[config.mk]
export PLATFORM = sky130hd
export DESIGN_NAME = wb_slot_scheduler
export DESIGN_NICKNAME = d
export VERILOG_FILES = /design/src/rtl/wb_slot_scheduler_pkg.sv /design/src/rtl/wb_age_select.sv /design/src/rtl/wb_slot_scheduler.sv
export SDC_FILE = /design/constraint.sdc
export NUM_CORES = 1
export LEC_CHECK = 0
export ABC_AREA = 0
export BUFFER_PORTS_ARGS = -buffer_cell sky130_fd_sc_hd__buf_2
export CAP_MARGIN = 30
export CELL_PAD_IN_SITES_DETAIL_PLACEMENT = 0
export CELL_PAD_IN_SITES_GLOBAL_PLACEMENT = 2
export CORE_ASPECT_RATIO = 1.5
export CORE_MARGIN = 8
export CORE_UTILIZATION = 30
export DETAILED_ROUTE_END_ITERATION = 8
export PLACE_DENSITY = 0.87
export SYNTH_ARGS = -nofsm -noshare
export SYNTH_HDL_FRONTEND = slang
export SYNTH_SLANG_ARGS = --single-unit
[constraint.sdc]
create_clock -name clk -period 3.12 [get_ports clk]
set_clock_uncertainty 0.1 [all_clocks]
set_input_delay 0.156 -clock clk [delete_from_list [all_inputs] [get_ports clk]]
set_output_delay 0.156 -clock clk [all_outputs]
set_load 0.01 [all_outputs]
[src/rtl/wb_slot_scheduler_pkg.sv]
// rtl/wb_slot_scheduler_pkg.sv - shared sequence-number, branch and writeback request types
package wb_slot_scheduler_pkg;
  localparam int SQN_W = 7;
  typedef logic [SQN_W-1:0] SqN;

  typedef struct packed {
    logic taken;
    SqN   sqN;
  } BranchProv;

  localparam int WB_MAX_LAT = 16;
  localparam int WB_LAT_W   = $clog2(WB_MAX_LAT + 1);

  typedef struct packed {
    logic                valid;
    SqN                  sqN;
    logic [WB_LAT_W-1:0] lat;
    logic [WB_LAT_W-1:0] occ;
  } WbReq;

  // Sequence numbers wrap, so age is the sign of the modular difference.
  function automatic logic sqnOlder(input SqN a, input SqN b);
    SqN d;
    d = a - b;
    return d[SQN_W-1];
  endfunction

  function automatic logic sqnYounger(input SqN a, input SqN b);
    SqN d;
    d = a - b;
    return (d != '0) && !d[SQN_W-1];
  endfunction
endpackage

[src/rtl/wb_age_select.sv]
// rtl/wb_age_select.sv - combinational oldest-of-N picker, lowest index wins ties
module wb_age_select
  import wb_slot_scheduler_pkg::*;
#(
  parameter int N = 3
) (
  input  logic [N-1:0] IN_valid,
  input  SqN           IN_sqN [N],
  output logic [N-1:0] OUT_sel
);

  always_comb begin
    OUT_sel = '0;
    for (int i = 0; i < N; i++) begin
      OUT_sel[i] = IN_valid[i];
      for (int j = 0; j < N; j++) begin
        if (j != i && IN_valid[j] &&
            (sqnOlder(IN_sqN[j], IN_sqN[i]) || (IN_sqN[j] == IN_sqN[i] && j < i)))
          OUT_sel[i] = 1'b0;
      end
    end
  end

endmodule

[src/rtl/wb_slot_scheduler.sv]
// rtl/wb_slot_scheduler.sv - result-bus slot reservation and issue grant for multi-cycle units
module wb_slot_scheduler
  import wb_slot_scheduler_pkg::*;
#(
  parameter int NUM_REQ = 3,
  parameter int MAX_LAT = WB_MAX_LAT,
  parameter int LAT_W   = $clog2(MAX_LAT + 1)
) (
  input  logic               clk,
  input  logic               rst,
  input  BranchProv          IN_branch,
  input  logic [NUM_REQ-1:0] IN_reqValid,
  input  SqN                 IN_reqSqN [NUM_REQ],
  input  logic [LAT_W-1:0]   IN_reqLat [NUM_REQ],
  input  logic [LAT_W-1:0]   IN_reqOcc [NUM_REQ],
  input  logic               IN_stall,
  output logic [NUM_REQ-1:0] OUT_grant,
  output logic [NUM_REQ-1:0] OUT_unitBusy,
  output logic               OUT_intBlock,
  output logic [MAX_LAT-1:0] OUT_resVec
);

  logic [MAX_LAT-1:0] res;
  logic [MAX_LAT-1:0] resNext;
  logic [LAT_W-1:0]   busyCnt [NUM_REQ];
  logic [NUM_REQ-1:0] latOk;
  logic [NUM_REQ-1:0] slotFree;
  logic [NUM_REQ-1:0] eligible;
  logic [NUM_REQ-1:0] peers [NUM_REQ];
  logic [NUM_REQ-1:0] pick  [NUM_REQ];
  logic [NUM_REQ-1:0] grantRaw;

  always_comb begin
    latOk    = '0;
    slotFree = '0;
    eligible = '0;
    for (int i = 0; i < NUM_REQ; i++) begin
      latOk[i]    = (IN_reqLat[i] != '0) && (IN_reqLat[i] <= LAT_W'(MAX_LAT));
      // A latency of MAX_LAT lands beyond the tracked window and is always free.
      slotFree[i] = 1'b1;
      for (int k = 1; k < MAX_LAT; k++)
        if (IN_reqLat[i] == LAT_W'(k) && res[k])
          slotFree[i] = 1'b0;
      eligible[i] = IN_reqValid[i] && !IN_stall && (busyCnt[i] == '0) && latOk[i] &&
                    slotFree[i] &&
                    !(IN_branch.taken && sqnYounger(IN_reqSqN[i], IN_branch.sqN));
    end
  end

  // Each requester picks within its own latency group; OR-ing the picks
  // yields exactly one winner per distinct latency.
  for (genvar g = 0; g < NUM_REQ; g++) begin : gGroup
    always_comb begin
      peers[g] = '0;
      for (int j = 0; j < NUM_REQ; j++)
        peers[g][j] = eligible[j] && (IN_reqLat[j] == IN_reqLat[g]);
    end

    wb_age_select #(.N(NUM_REQ)) uAgeSelect (
      .IN_valid(peers[g]),
      .IN_sqN  (IN_reqSqN),
      .OUT_sel (pick[g])
    );
  end

  always_comb begin
    grantRaw = '0;
    for (int g = 0; g < NUM_REQ; g++)
      grantRaw = grantRaw | pick[g];
  end

  assign OUT_grant    = rst ? '0 : grantRaw;
  assign OUT_intBlock = !rst && res[1];
  assign OUT_resVec   = res;

  always_comb begin
    OUT_unitBusy = '0;
    for (int i = 0; i < NUM_REQ; i++)
      OUT_unitBusy[i] = !rst && (busyCnt[i] != '0);
  end

  always_comb begin
    resNext = res >> 1;
    for (int i = 0; i < NUM_REQ; i++)
      for (int k = 0; k < MAX_LAT; k++)
        if (OUT_grant[i] && IN_reqLat[i] == LAT_W'(k + 1))
          resNext[k] = 1'b1;
  end

  always_ff @(posedge clk) begin
    if (rst) begin
      res <= '0;
      for (int i = 0; i < NUM_REQ; i++)
        busyCnt[i] <= '0;
    end else begin
      res <= resNext;
      for (int i = 0; i < NUM_REQ; i++) begin
        assert (!IN_reqValid[i] || latOk[i]);
        if (OUT_grant[i] && IN_reqOcc[i] != '0)
          busyCnt[i] <= IN_reqOcc[i] - LAT_W'(1);
        else if (busyCnt[i] != '0)
          busyCnt[i] <= busyCnt[i] - LAT_W'(1);
        else
          busyCnt[i] <= '0;
      end
    end
  end

endmodule

-- Word level (Yosys, flattened, before mapping)
Memories as Yosys holds them, arrays and structs flattened.
Index checks and enable logic that the tools add are counted.
- bits in registers: 16
- bits in writable memories: 15
- word-level logic and storage cells: 418
- memories kept: 1
- output and inout bits: 23
- memory list (name ; depth ; bits a word ; rd ports ; clocked after Yosys merged registers in ; wr ports ; line ; RTL):
    busyCnt ; 3 ; 5 ; 3 ; 0 ; 3 ; wb_slot_scheduler.sv:25 ; logic [LAT_W-1:0] busyCnt [NUM_REQ];
- muxes and demuxes: 156
- reductions and logical operators: 174
- bitwise operators: 11
- add/subtract/negate cells: 15
- magnitude comparators: 3
- equal/unequal tests: 57
- operators by type and width (kind ; number):
    1-bit logical AND ; 148
    1-bit 2-to-1 mux ; 146
    5-bit by 4-bit == test with 1-bit output (second input constant) ; 24
    7-bit subtractor ; 9
    5-bit by 3-bit == test with 1-bit output (second input constant) ; 12
    5-bit 2-to-1 mux ; 9
    5-bit nonzero test ; 9
    5-bit by 2-bit == test with 1-bit output (second input constant) ; 6
    5-bit == test ; 6
    5-bit by 1-bit subtractor with 5-bit output (second input constant) ; 6
    7-bit == test ; 3
    7-bit nonzero test ; 3
    5-bit by 1-bit == test with 1-bit output (second input constant) ; 3
    5-bit == test (second input constant) ; 3
    5-bit <= comparator (second input constant) ; 3
    5-bit logical NOT ; 3
    1-bit bitwise OR ; 9
    1-bit logical NOT ; 8
    3-bit bitwise OR ; 2
    1-bit logical OR ; 3
    3-bit 2-to-1 mux ; 1

-- Logic depth before layout (Yosys ltp)
Gate-level depths: netlist of run 1.
- depth in word-level cells: 33
- mapped depth: 13
- mapped depth without buffers: 11

-- Cells and area by module
A second synthesis of run 1 with hierarchy kept.
- cell total of the unflattened synthesis: 795
- area, all modules: 6323.6 um2
- modules (own cells, without submodules) (module ; instances ; cells each ; area an instance (um2)):
    wb_slot_scheduler ; 1 ; 438 ; 3474.6
    wb_age_select ; 3 ; 119 ; 949.7

-- Worst setup path after synthesis of run 1
Ideal clock, no wire load.
- path kind: input port to flip-flop
- from: input IN_branch[2] (netlist name)
- to: register res[6], in the netlist OUT_resVec[6]
- library setup time: 0.127 ns
- arrival time: 2.840 ns
- setup slack: 0.053 ns
- stages on the path: 11
- buffers on the path: 0
- required time: 2.893 ns
- path through: inv_1 > ha_1 > nor2_1 > a21oi_1 > or4b_1 > a31o_1 > a311o_1 > a2111o_1 > and2_4 > and4_4 > or3_1
- word-level cells in the longest chain between the ends: 17
- RTL lines (element ; line ; RTL):
    start, declared ; wb_slot_scheduler.sv:11 ; input BranchProv IN_branch,
    7-bit subtractor ; wb_slot_scheduler_pkg.sv:30 ; d = a - b;
    7-bit nonzero test or 1-bit logical NOT (tied branches) ; wb_slot_scheduler_pkg.sv:31 ; return (d != '0) && !d[SQN_W-1];
    1-bit logical AND ; wb_slot_scheduler_pkg.sv:31 ;
    1-bit logical AND ; wb_slot_scheduler.sv:46 ; !(IN_branch.taken && sqnYounger(IN_reqSqN[i], IN_branch.sqN));
    1-bit logical NOT ; wb_slot_scheduler.sv:46 ;
    1-bit logical AND ; wb_slot_scheduler.sv:45 ; slotFree[i] &&
    1-bit logical AND ; wb_slot_scheduler.sv:56 ; peers[g][j] = eligible[j] && (IN_reqLat[j] == IN_reqLat[g]);
    1-bit logical AND ; wb_age_select.sv:17 ; if (j != i && IN_valid[j] &&
    1-bit 2-to-1 mux (2 in series) ; wb_age_select.sv:17 ;
    3-bit bitwise OR ; wb_slot_scheduler.sv:69 ; grantRaw = grantRaw | pick[g];
    3-bit bitwise OR * ; wb_slot_scheduler.sv:69 ;
    3-bit 2-to-1 mux * ; wb_slot_scheduler.sv:72 ; assign OUT_grant = rst ? '0 : grantRaw;
    1-bit logical AND ; wb_slot_scheduler.sv:86 ; if (OUT_grant[i] && IN_reqLat[i] == LAT_W'(k + 1))
    1-bit 2-to-1 mux (2 in series) ; wb_slot_scheduler.sv:86 ;
    1-bit 2-to-1 mux * ; wb_slot_scheduler.sv:86 ;
    end signal, assigned ; wb_slot_scheduler.sv:96 ; res <= resNext;
    end, declared ; wb_slot_scheduler.sv:23 ; logic [MAX_LAT-1:0] res;
Every way passes the cells marked *; elsewhere a longest branch is shown, timed or not.
A chain may end at the register's enable or synchronous reset.

==> results of run 1 <==
## worst paths after layout
kind                                                 from                         to  slack [ns]  cells after the start
worst min-delay path                         IN_reqOcc[4]    busyCnt[2][4]$_DFFE_PP_        0.13                      3
worst max register to register   OUT_resVec[9]$_SDFF_PP0_  OUT_resVec[15]$_SDFF_PP0_        0.09                     10
worst min register to register  OUT_resVec[15]$_SDFF_PP0_  OUT_resVec[14]$_SDFF_PP0_        0.56                      3
worst max-delay path              busyCnt[2][0]$_DFFE_PP_               OUT_grant[2]        0.09                     12
## what timing repair did
item / CTS / global route
pin swaps: 5 / 9
setup buffers: 4 / 9
resized for setup: 12 / 21
endpoints found under the setup margin: 30 / 17
## layer usage
metal,vias up,global-route usage [%],wire [um],share of wire (%)
met5,-,0,0,0
met4,0,12.8,1350,7.1
met3,79,3.46,980,5.1
met2,175,36.0,10100,53
met1,2435,17.9,6750,35
li1,2511,-,-,-
## synth_stat cells (all sizes together) (4+ instances only)
cell type | count | area [sq um]
or3b | 6 | 52.6
xnor2 | 22 | 193
nand4b | 4 | 35.0
clkbuf | 17 | 63.8
inv | 47 | 176
o32ai | 8 | 70.1
nand2b | 11 | 68.8
nand3b | 5 | 37.5
a31oi | 7 | 43.8
nor3b | 7 | 52.6
nand3 | 24 | 125
a221oi | 4 | 35.0
nand4 | 4 | 25.0
o32a | 4 | 40.0
nand2 | 30 | 113
or3 | 9 | 56.3
o311ai | 4 | 35.0
or4 | 4 | 30.0
o21ai | 18 | 90.1
mux2i | 20 | 200
and3 | 8 | 52.6
xor2 | 16 | 140
a21oi | 21 | 105
dfxtp | 16 | 320
a21o | 19 | 143
ha | 61 | 763
nor3 | 25 | 125
nor4 | 7 | 43.8
nor2b | 8 | 50.1
nor2 | 59 | 226
edfxtp | 15 | 450
buf | 6 | 33.8
## logic make-up after synthesis
group           count (synthesis)  share of synthesized area (%)
buf+inv                        70                           5.99
xor+xnor                       38                           7.27
mux                            24                           5.60
simple gates                  227                           27.0
flops                          31                           16.8
other cells                     1                         0.0819
fa+ha+maj                      61                           16.7
compound gates                128                           20.6
## power groups by stage
| stage | sequential (mW) | clock, mW | combinational, mW |
|---|---|---|---|
| global placement | 0.470 | 0 | 0.610 |
| CTS | 0.463 | 0.493 | 0.632 |
| finish | 0.463 | 0.487 | 0.661 |
| global route | 0.466 | 0.506 | 0.726 |
| detailed placement | 0.471 | 0 | 0.621 |
| floorplan | 0.468 | 0 | 0.363 |
## registers in the layout, indices dropped and copies added (netlist names)
signal / flops
OUT_resVec: 16
busyCnt: 15
## final cells by class
cell class,instances,area [sq um]
well taps,199,249
multi-input cells,493,3740
flip-flops and latches,31,771
repair buffers,196,1250
clock inverters,2,12.5
fillers,1621,8670
clock buffers,6,129
inverters,47,176
## worst max-delay path, stage by stage, from the launching register on
cell	delay [ns]
edfxtp_1	0.39
inv_1	0.07
ha_1	0.15
or3b_4	0.41
nor2_4	0.12
and4b_1	0.19
o211ai_1	0.22
a21oi_2	0.22
a21boi_4	0.23
and2_4	0.23
nand2_4	0.08
inv_1	0.07
buf_2	0.12
## per-stage QoR
| step | std cells | setup slack [ns] |
|---|---|---|
| 2_1_floorplan | 594 | 0.0527 |
| 3_3_place_gp | 953 | -0.238 |
| 3_5_place_dp | 953 | -0.291 |
| 4_1_cts | 965 | 0.0117 |
| 5_1_grt | 974 | -0.0479 |
| 6_report | 974 | 0.0889 |
==> impl_metrics.py, run 1 <==
metrics = {
    "power": {
        "seqPwrFrac_pct": 28.8,
        "intPower_mw": 1.05,
        "power_mw": 1.61,
        "leakage_nw": 2.99,
        "power_frac_clock_pct": 30.2,
        "switching_share_pct": 35.1,
        "comb_power_share_pct": 41.0,
        "p_switching_uw": 565,
        "vdd_drop_max_mv": 0.292,
        "power.density_nw_per_um2": 255,
    },
    "grt": {
        "grt_use_total_pct": 19.1,
        "overflow": 0,
        "grt_pass1_wl_um": 28900,
        "grt_pass1_vias": 5613,
        "antenna_found_initial": 0,
        "grt_max_degree": 17,
    },
    "sta": {
        "grt_setup_unrepaired": "yes",
        "drv_slew": 0,
        "min_period_ns": 3.03,
        "setup_viol": 0,
        "fmax_mhz": 330,
        "final_hold_viol_count": 0,
        "worst_slew_pin_slew_ns": 0.694,
        "relSlewSlack_pct": 53.6,
        "fin_crit_sh_pct": 97.2,
        "tns_ns": 0,
        "whs_ns": 0.130,
    },
    "cells_and_area": {
        "layout_common_cells": "109 x buf_4, 87 x buf_2, 60 x ha_1, 55 x nor2_1, 46 x inv_1",
        "final_area_sq_um": 6330,
        "diodes": 0,
        "layout-drive-gt1-share_pct": 32.5,
        "fin_util_pct": 42.2,
        "final_common_cell": "buf_4",
        "area_growth_syn_to_layout_pct": 38.2,
        "final_nets": 900,
    },
    "detailed_routing": {
        "first_iter_violations": 290,
        "finalWirelength_um": 19200,
        "drt-vias-per-instance": 5.34,
        "post_drt_wl_per_cell_um": 19.7,
        "drc": 0,
        "via_count": 5200,
        "drt_pass1_iterations": 5,
        "drtAntennaViolNets": 0,
    },
    "placement": {
        "place_area_sq_um": 5940,
        "numPortBuffers": 87,
        "gp_congestion": 1.02,
        "dp_hpwl_um": 16000,
    },
    "yosys": {
        "syn_avg_cell_area_sq_um": 7.89,
        "synth.distinct_cells": 82,
        "ys_seq_area_share_pct": 16.8,
        "synth_area_sq_um": 4580,
        "synth-edff-count": 15,
        "synthCells": 580,
        "yosysWarnings": 0,
        "ys_seq_elements": 31,
        "synth_ff_type": "dfxtp_1",
        "async_flop_share_pct": 0,
    },
    "die": {
        "die_area_sq_um": 19500,
        "ios": 88,
        "core_area_sq_um": 15000,
        "fp.dieW_um": 117,
        "start_util_pct": 30.5,
        "fp-row-count": 55,
        "die_h_um": 167,
    },
    "cts": {
        "cts.path.max_buffers": 2,
        "ctsHoldBuffers": 0,
        "cts_tree": "built",
        "cts.htree.levels": 2,
        "clk_latency_ns": 0.29,
        "cts.sinks": 31,
        "clk_pin_slew_worst_paths_ns": 0.06,
        "numCtsBuffers": 5,
        "cts_root_buf": "clkbuf_16",
    },
    "critical_path": {
        "cp.arrival_ns": 2.78,
        "critPathLaunchType": "flip-flop",
        "worstPathRequired_ns": 2.86,
        "cp_max_fo": 8,
        "cp-end-kind": "primary output",
        "path_class": "reg -> out",
    },
    "status": {
        "status": "finished, final reports clean",
    },
    "run": {
        "cap_violations": 0,
    },
    "hold_path": {
        "min_path_type": "in -> reg",
    },
}
(Power assumes the default switching activity.)
==> run 2: changes to the inputs <==
- BUFFER_PORTS_ARGS: -buffer_cell sky130_fd_sc_hd__buf_2 -> unset
- CORE_UTILIZATION: 30 -> 34
- DONT_BUFFER_PORTS: unset -> 1
- PLACE_DENSITY: 0.87 -> 0.85
==> run 2 against run 1 <==
Compared with the run above: setup slack worse by 0.043 ns; via count decreased by 7.7%; die area decreased by 10%; maximum frequency down 1.4%; total power decreased by 9.8%; highest routed layer unchanged; global-route usage increased by 1.2 points; first-iteration DRC count rose by 64%; wire length fell by 2.7%; sequential cell count unchanged.
==> impl_metrics.py, run 2 (synthesis results as in run 1) <==
metrics = {
    "die": {
        "start_util_pct": 34.3,
        "fp.dieW_um": 111,
        "ios": 88,
        "die_area_sq_um": 17500,
        "die_h_um": 158,
        "fp-row-count": 52,
        "core_area_sq_um": 13300,
    },
    "cts": {
        "cts.sinks": 31,
        "cts_root_buf": "clkbuf_16",
        "clk_latency_ns": 0.28,
        "cts.path.max_buffers": 2,
        "cts.htree.levels": 2,
        "clk_pin_slew_worst_paths_ns": 0.05,
        "numCtsBuffers": 5,
        "cts_tree": "built",
    },
    "critical_path": {
        "cp.arrival_ns": 2.82,
        "critPathLaunchType": "flip-flop",
        "cp_slowest_cell": "or4_1",
        "cp_max_fo": 4,
        "path_class": "reg -> out",
        "cp-end-kind": "primary output",
        "timing.critical_path.buf_inv": 1,
        "path_cells": "or4_1 -> nor2_2 -> o2111a_1 -> o2111ai_4 -> nor3_2 -> or3b_4 -> nand3_4 -> buf_4 -> nor2_2",
        "cp_slowest_stage_delay_ns": 0.53,
        "critPathMostFrequentCell": "nor2_2",
        "worstPathRequired_ns": 2.86,
        "crit_family": "simple AND/OR/NAND/NOR gates",
    },
    "detailed_routing": {
        "drtAntennaViolNets": 0,
        "m1WireLength_um": 6170,
        "wl_met3_um": 1390,
        "drc": 0,
        "first_iter_violations": 476,
        "wl_met2_um": 10000,
        "finalWirelength_um": 18700,
        "post_drt_wl_per_cell_um": 23.1,
        "drt-vias-per-instance": 5.95,
        "via_count": 4802,
        "top_layer_used": "met4",
        "drt_pass1_iterations": 7,
    },
    "status": {
        "status": "finished, final reports clean",
    },
    "sta": {
        "grt_setup_unrepaired": "yes",
        "setup_viol": 0,
        "fin_crit_sh_pct": 98.5,
        "worst_slew_pin_slew_ns": 0.861,
        "drv_slew": 0,
        "min_period_ns": 3.07,
        "tns_ns": 0,
        "relSlewSlack_pct": 42.4,
        "final_hold_viol_count": 0,
        "whs_ns": 0.00776,
        "fmax_mhz": 325,
    },
    "cells_and_area": {
        "diodes": 0,
        "final_nets": 770,
        "layout-drive-gt1-share_pct": 16.7,
        "area_growth_syn_to_layout_pct": 20.2,
        "largest_reg_flops": 16,
        "layout_common_cells": "61 x ha_1, 59 x buf_4, 55 x nor2_1, 46 x inv_1, 28 x nand2_1",
        "final_common_cell": "ha_1",
    },
    "grt": {
        "overflow": 0,
        "antenna_found_initial": 0,
        "grt_pass1_vias": 5012,
        "grt_use_total_pct": 20.3,
        "grt_max_degree": 25,
        "grt_pass1_wl_um": 27900,
    },
    "hold_path": {
        "min_path_type": "in -> reg",
    },
    "run": {
        "cap_violations": 0,
    },
    "power": {
        "vdd_drop_max_mv": 0.371,
        "leakage_nw": 2.40,
        "power.density_nw_per_um2": 264,
        "power_mw": 1.45,
    },
    "placement": {
        "gp_congestion": 1.01,
        "dp_hpwl_um": 14800,
        "numPortBuffers": 0,
    },
}
run 2: stage by stage:
stage	utilization (%)	setup WS, ns	area, sq um	std cells
after global routing	41.3	-0.0576	5500	807
after detailed placement	38.4	-0.222	5120	784
after floorplan	-	0.0527	4630	594
after CTS	40.3	-0.0459	5370	800
final	41.3	0.0463	5500	807
after global placement	38.4	-0.0895	5120	784
run 2: layout make-up:
type                            instances  area [sq um]
Sequential cell                        31           771
Clock buffer                            7           143
Fill cell                            1413          7840
Clock inverter                          1          3.75
Tap cell                              162           203
Timing Repair Buffer                   66           515
Inverter                               47           176
Multi-Input combinational cell        493          3690
run 2: worst paths after layout:
check / to / slack, ns / cells after the start / start
hold / removal: OUT_resVec[0]$_SDFF_PP0_ / 0.008 / 2 / IN_reqLat[7]
setup / recovery: OUT_grant[0] / 0.05 / 9 / busyCnt[1][3]$_SDFFCE_PP0P_
hold reg to reg: busyCnt[2][4]$_DFFE_PP_ / 0.58 / 2 / busyCnt[2][4]$_DFFE_PP_
setup reg to reg: OUT_resVec[5]$_SDFF_PP0_ / 0.07 / 11 / busyCnt[1][3]$_SDFFCE_PP0P_
run 2: per-layer routing:
metal | track usage (%) | up-vias
met5 | 0 | -
met1 | 18.1 | 2274
li1 | - | 2258
met2 | 39.8 | 211
met4 | 11.8 | 0
met3 | 5.69 | 59
run 2: timing repair:
item,CTS,global route
pin swaps,1,7
hold endpoints to repair,7,0
setup buffers,3,7
hold buffers,5,0
endpoints found under the setup margin,23,30
resized for setup,9,17
run 2: power by group:
group	leakage, nW	total [mW]	internal, mW	switching [mW]
Combinational	2.04	0.489	0.231	0.259
Sequential	0.282	0.466	0.452	0.0139
Clock	0.0716	0.499	0.315	0.184
==> run 3: changes to the inputs <==
==> constraint.sdc (replaced) <==
create_clock -name clk -period 3.12 [get_ports clk]
set_clock_uncertainty 0.1 [all_clocks]
set_input_delay 0.312 -clock clk [delete_from_list [all_inputs] [get_ports clk]]
set_output_delay 0.312 -clock clk [all_outputs]
set_load 0.01 [all_outputs]
==> run 3 against run 2 <==
Compared with the run above: global-route usage shrank 0.30 points; core utilization is 1.1 points higher; clock power shrank 4%; sequential cell count stayed put; the run now ends with setup timing left; combinational power rose by 4%; sequential share of layout area decreased by 0.37 points; maximum frequency decreased by 2.2%; sequential power hardly changed; count of clock-buffer cells in the layout unchanged; setup slack got worse by 0.069 ns; first-iteration DRC count shrank 31%; via count is 0.56% lower.
==> impl_metrics.py, run 3 (synthesis results as in run 1) <==
metrics = {
    "cts": {
        "numCtsBuffers": 5,
        "cts_tree": "built",
        "cts.sinks": 31,
        "cts.htree.levels": 2,
        "cts.path.max_buffers": 2,
        "clk_pin_slew_worst_paths_ns": 0.06,
        "clk_latency_ns": 0.29,
        "cts_root_buf": "clkbuf_16",
    },
    "critical_path": {
        "critPathLaunch": "busyCnt[1][4]$_SDFFCE_PP0P_",
        "critPathLaunchType": "flip-flop",
        "cp_max_fo": 2,
        "worstReg2RegStart": "busyCnt[2][1]$_DFFE_PP_",
        "cp.arrival_ns": 2.73,
        "critPathMostFrequentCell": "nor2_4",
        "worstPathRequired_ns": 2.71,
        "timing.critical_path.buf_inv": 1,
        "path_class": "reg -> out",
        "path_cells": "or4_4 -> nor2_4 -> o2111a_1 -> o2111ai_2 -> nor3_2 -> or3b_4 -> nand3_4 -> nor2_4 -> buf_6",
        "cp-end-kind": "primary output",
        "crit_family": "simple AND/OR/NAND/NOR gates",
        "cp_slowest_cell": "or4_4",
        "cp_slowest_stage_delay_ns": 0.56,
    },
    "placement": {
        "numPortBuffers": 0,
        "place_area_sq_um": 5150,
        "dp_hpwl_um": 15000,
        "gp_congestion": 0.981,
    },
    "cells_and_area": {
        "largest_reg_flops": 16,
        "final_area_sq_um": 5650,
        "layout-drive-gt1-share_pct": 20.5,
        "fin_util_pct": 42.4,
        "layout_common_cells": "62 x buf_4, 57 x ha_1, 53 x nor2_1, 43 x inv_1, 28 x nand2_1",
        "diodes": 0,
        "area_growth_syn_to_layout_pct": 23.5,
        "final_common_cell": "buf_4",
        "final_nets": 769,
    },
    "sta": {
        "relSlewSlack_pct": 42.8,
        "whs_ns": 0.0155,
        "fin_crit_sh_pct": 101,
        "final_hold_viol_count": 0,
        "setup_viol": 2,
        "finalWorstSetupSlack_ns": -0.0232,
        "grt_setup_unrepaired": "yes",
        "drv_slew": 0,
        "worst_slew_pin_slew_ns": 0.854,
        "min_period_ns": 3.14,
        "fmax_mhz": 318,
    },
    "die": {
        "start_util_pct": 34.3,
        "die_area_sq_um": 17500,
        "fp-row-count": 52,
        "ios": 88,
        "die_h_um": 158,
        "fp.dieW_um": 111,
        "core_area_sq_um": 13300,
    },
    "grt": {
        "grt_pass1_vias": 4854,
        "grt_pass1_wl_um": 27200,
        "grt_max_degree": 28,
        "grt_use_total_pct": 20.0,
        "antenna_found_initial": 0,
        "overflow": 0,
    },
    "detailed_routing": {
        "drc": 0,
        "post_drt_wl_per_cell_um": 22.8,
        "drt_pass1_iterations": 6,
        "drtAntennaViolNets": 0,
        "finalWirelength_um": 18400,
        "drt-vias-per-instance": 5.92,
        "via_count": 4775,
        "first_iter_violations": 327,
    },
    "status": {
        "status": "finished, violations left",
        "violations": "setup timing",
    },
    "hold_path": {
        "worstHoldStart": "rst",
        "min_path_type": "in -> reg",
    },
    "power": {
        "leakage_nw": 2.41,
        "vdd_drop_max_mv": 0.269,
        "power_mw": 1.46,
        "power.density_nw_per_um2": 258,
    },
    "run": {
        "cap_violations": 0,
    },
}
## run 3: changes by cell type in the layout (fill, tap and decap cells not counted), sizes merged
| cell | delta |
|---|---|
| buf | +4 |
| dlygate4sd3 | -5 |
| clkinvlp | +1 |
| inv | -1 |
## run 3: report_power, final
| part | total (mW) | switching, mW | internal [mW] |
|---|---|---|---|
| Clock | 0.481 | 0.186 | 0.295 |
| Sequential | 0.466 | 0.0135 | 0.452 |
| Combinational | 0.508 | 0.264 | 0.245 |
## run 3: final timing paths
check                           cells past startpoint                   endpoint  slack, ns
worst max-delay path                                9               OUT_grant[0]      -0.02
worst min-delay path                                1  OUT_resVec[15]$_SDFF_PP0_       0.02
worst min register to register                      3  OUT_resVec[14]$_SDFF_PP0_       0.60
worst max register to register                     13  OUT_resVec[10]$_SDFF_PP0_       0.01
## run 3: repair_timing
action / 4_1_cts / 5_1_grt
hold buffers: 0 / 0
gates resized for setup: 18 / 36
setup buffers: 5 / 7
pin swaps: 7 / 12
setup endpoints to repair: 16 / 21
## run 3: stage by stage
stage          setup slack [ns]  TNS, ns  instances
6_report                -0.0232  -0.0276        806
5_1_grt                 -0.0849   -0.391        806
4_1_cts                 0.00345        0        799
3_5_place_dp             -0.229    -4.11        786
3_3_place_gp             -0.169    -2.76        786
2_1_floorplan           0.00591        0        594
## run 3: metal layers
metal	track usage [%]	part of all wire [%]	wire length (um)	vias to the layer above
met5	0	0	0	-
met4	15.0	6.6	1220	0
met2	38.9	54	10000	190
li1	-	-	-	2257
met3	6.33	7.9	1450	56
met1	16.5	31	5730	2272
## run 3: final cells by class
| type | count | area (sq um) |
|---|---|---|
| well taps | 162 | 203 |
| repair buffers | 65 | 508 |
| inverters | 47 | 185 |
| flip-flops and latches | 31 | 771 |
| multi-input cells | 493 | 3850 |
| fillers | 1348 | 7690 |
| clock inverters | 1 | 5.00 |
| clock buffers | 7 | 133 |
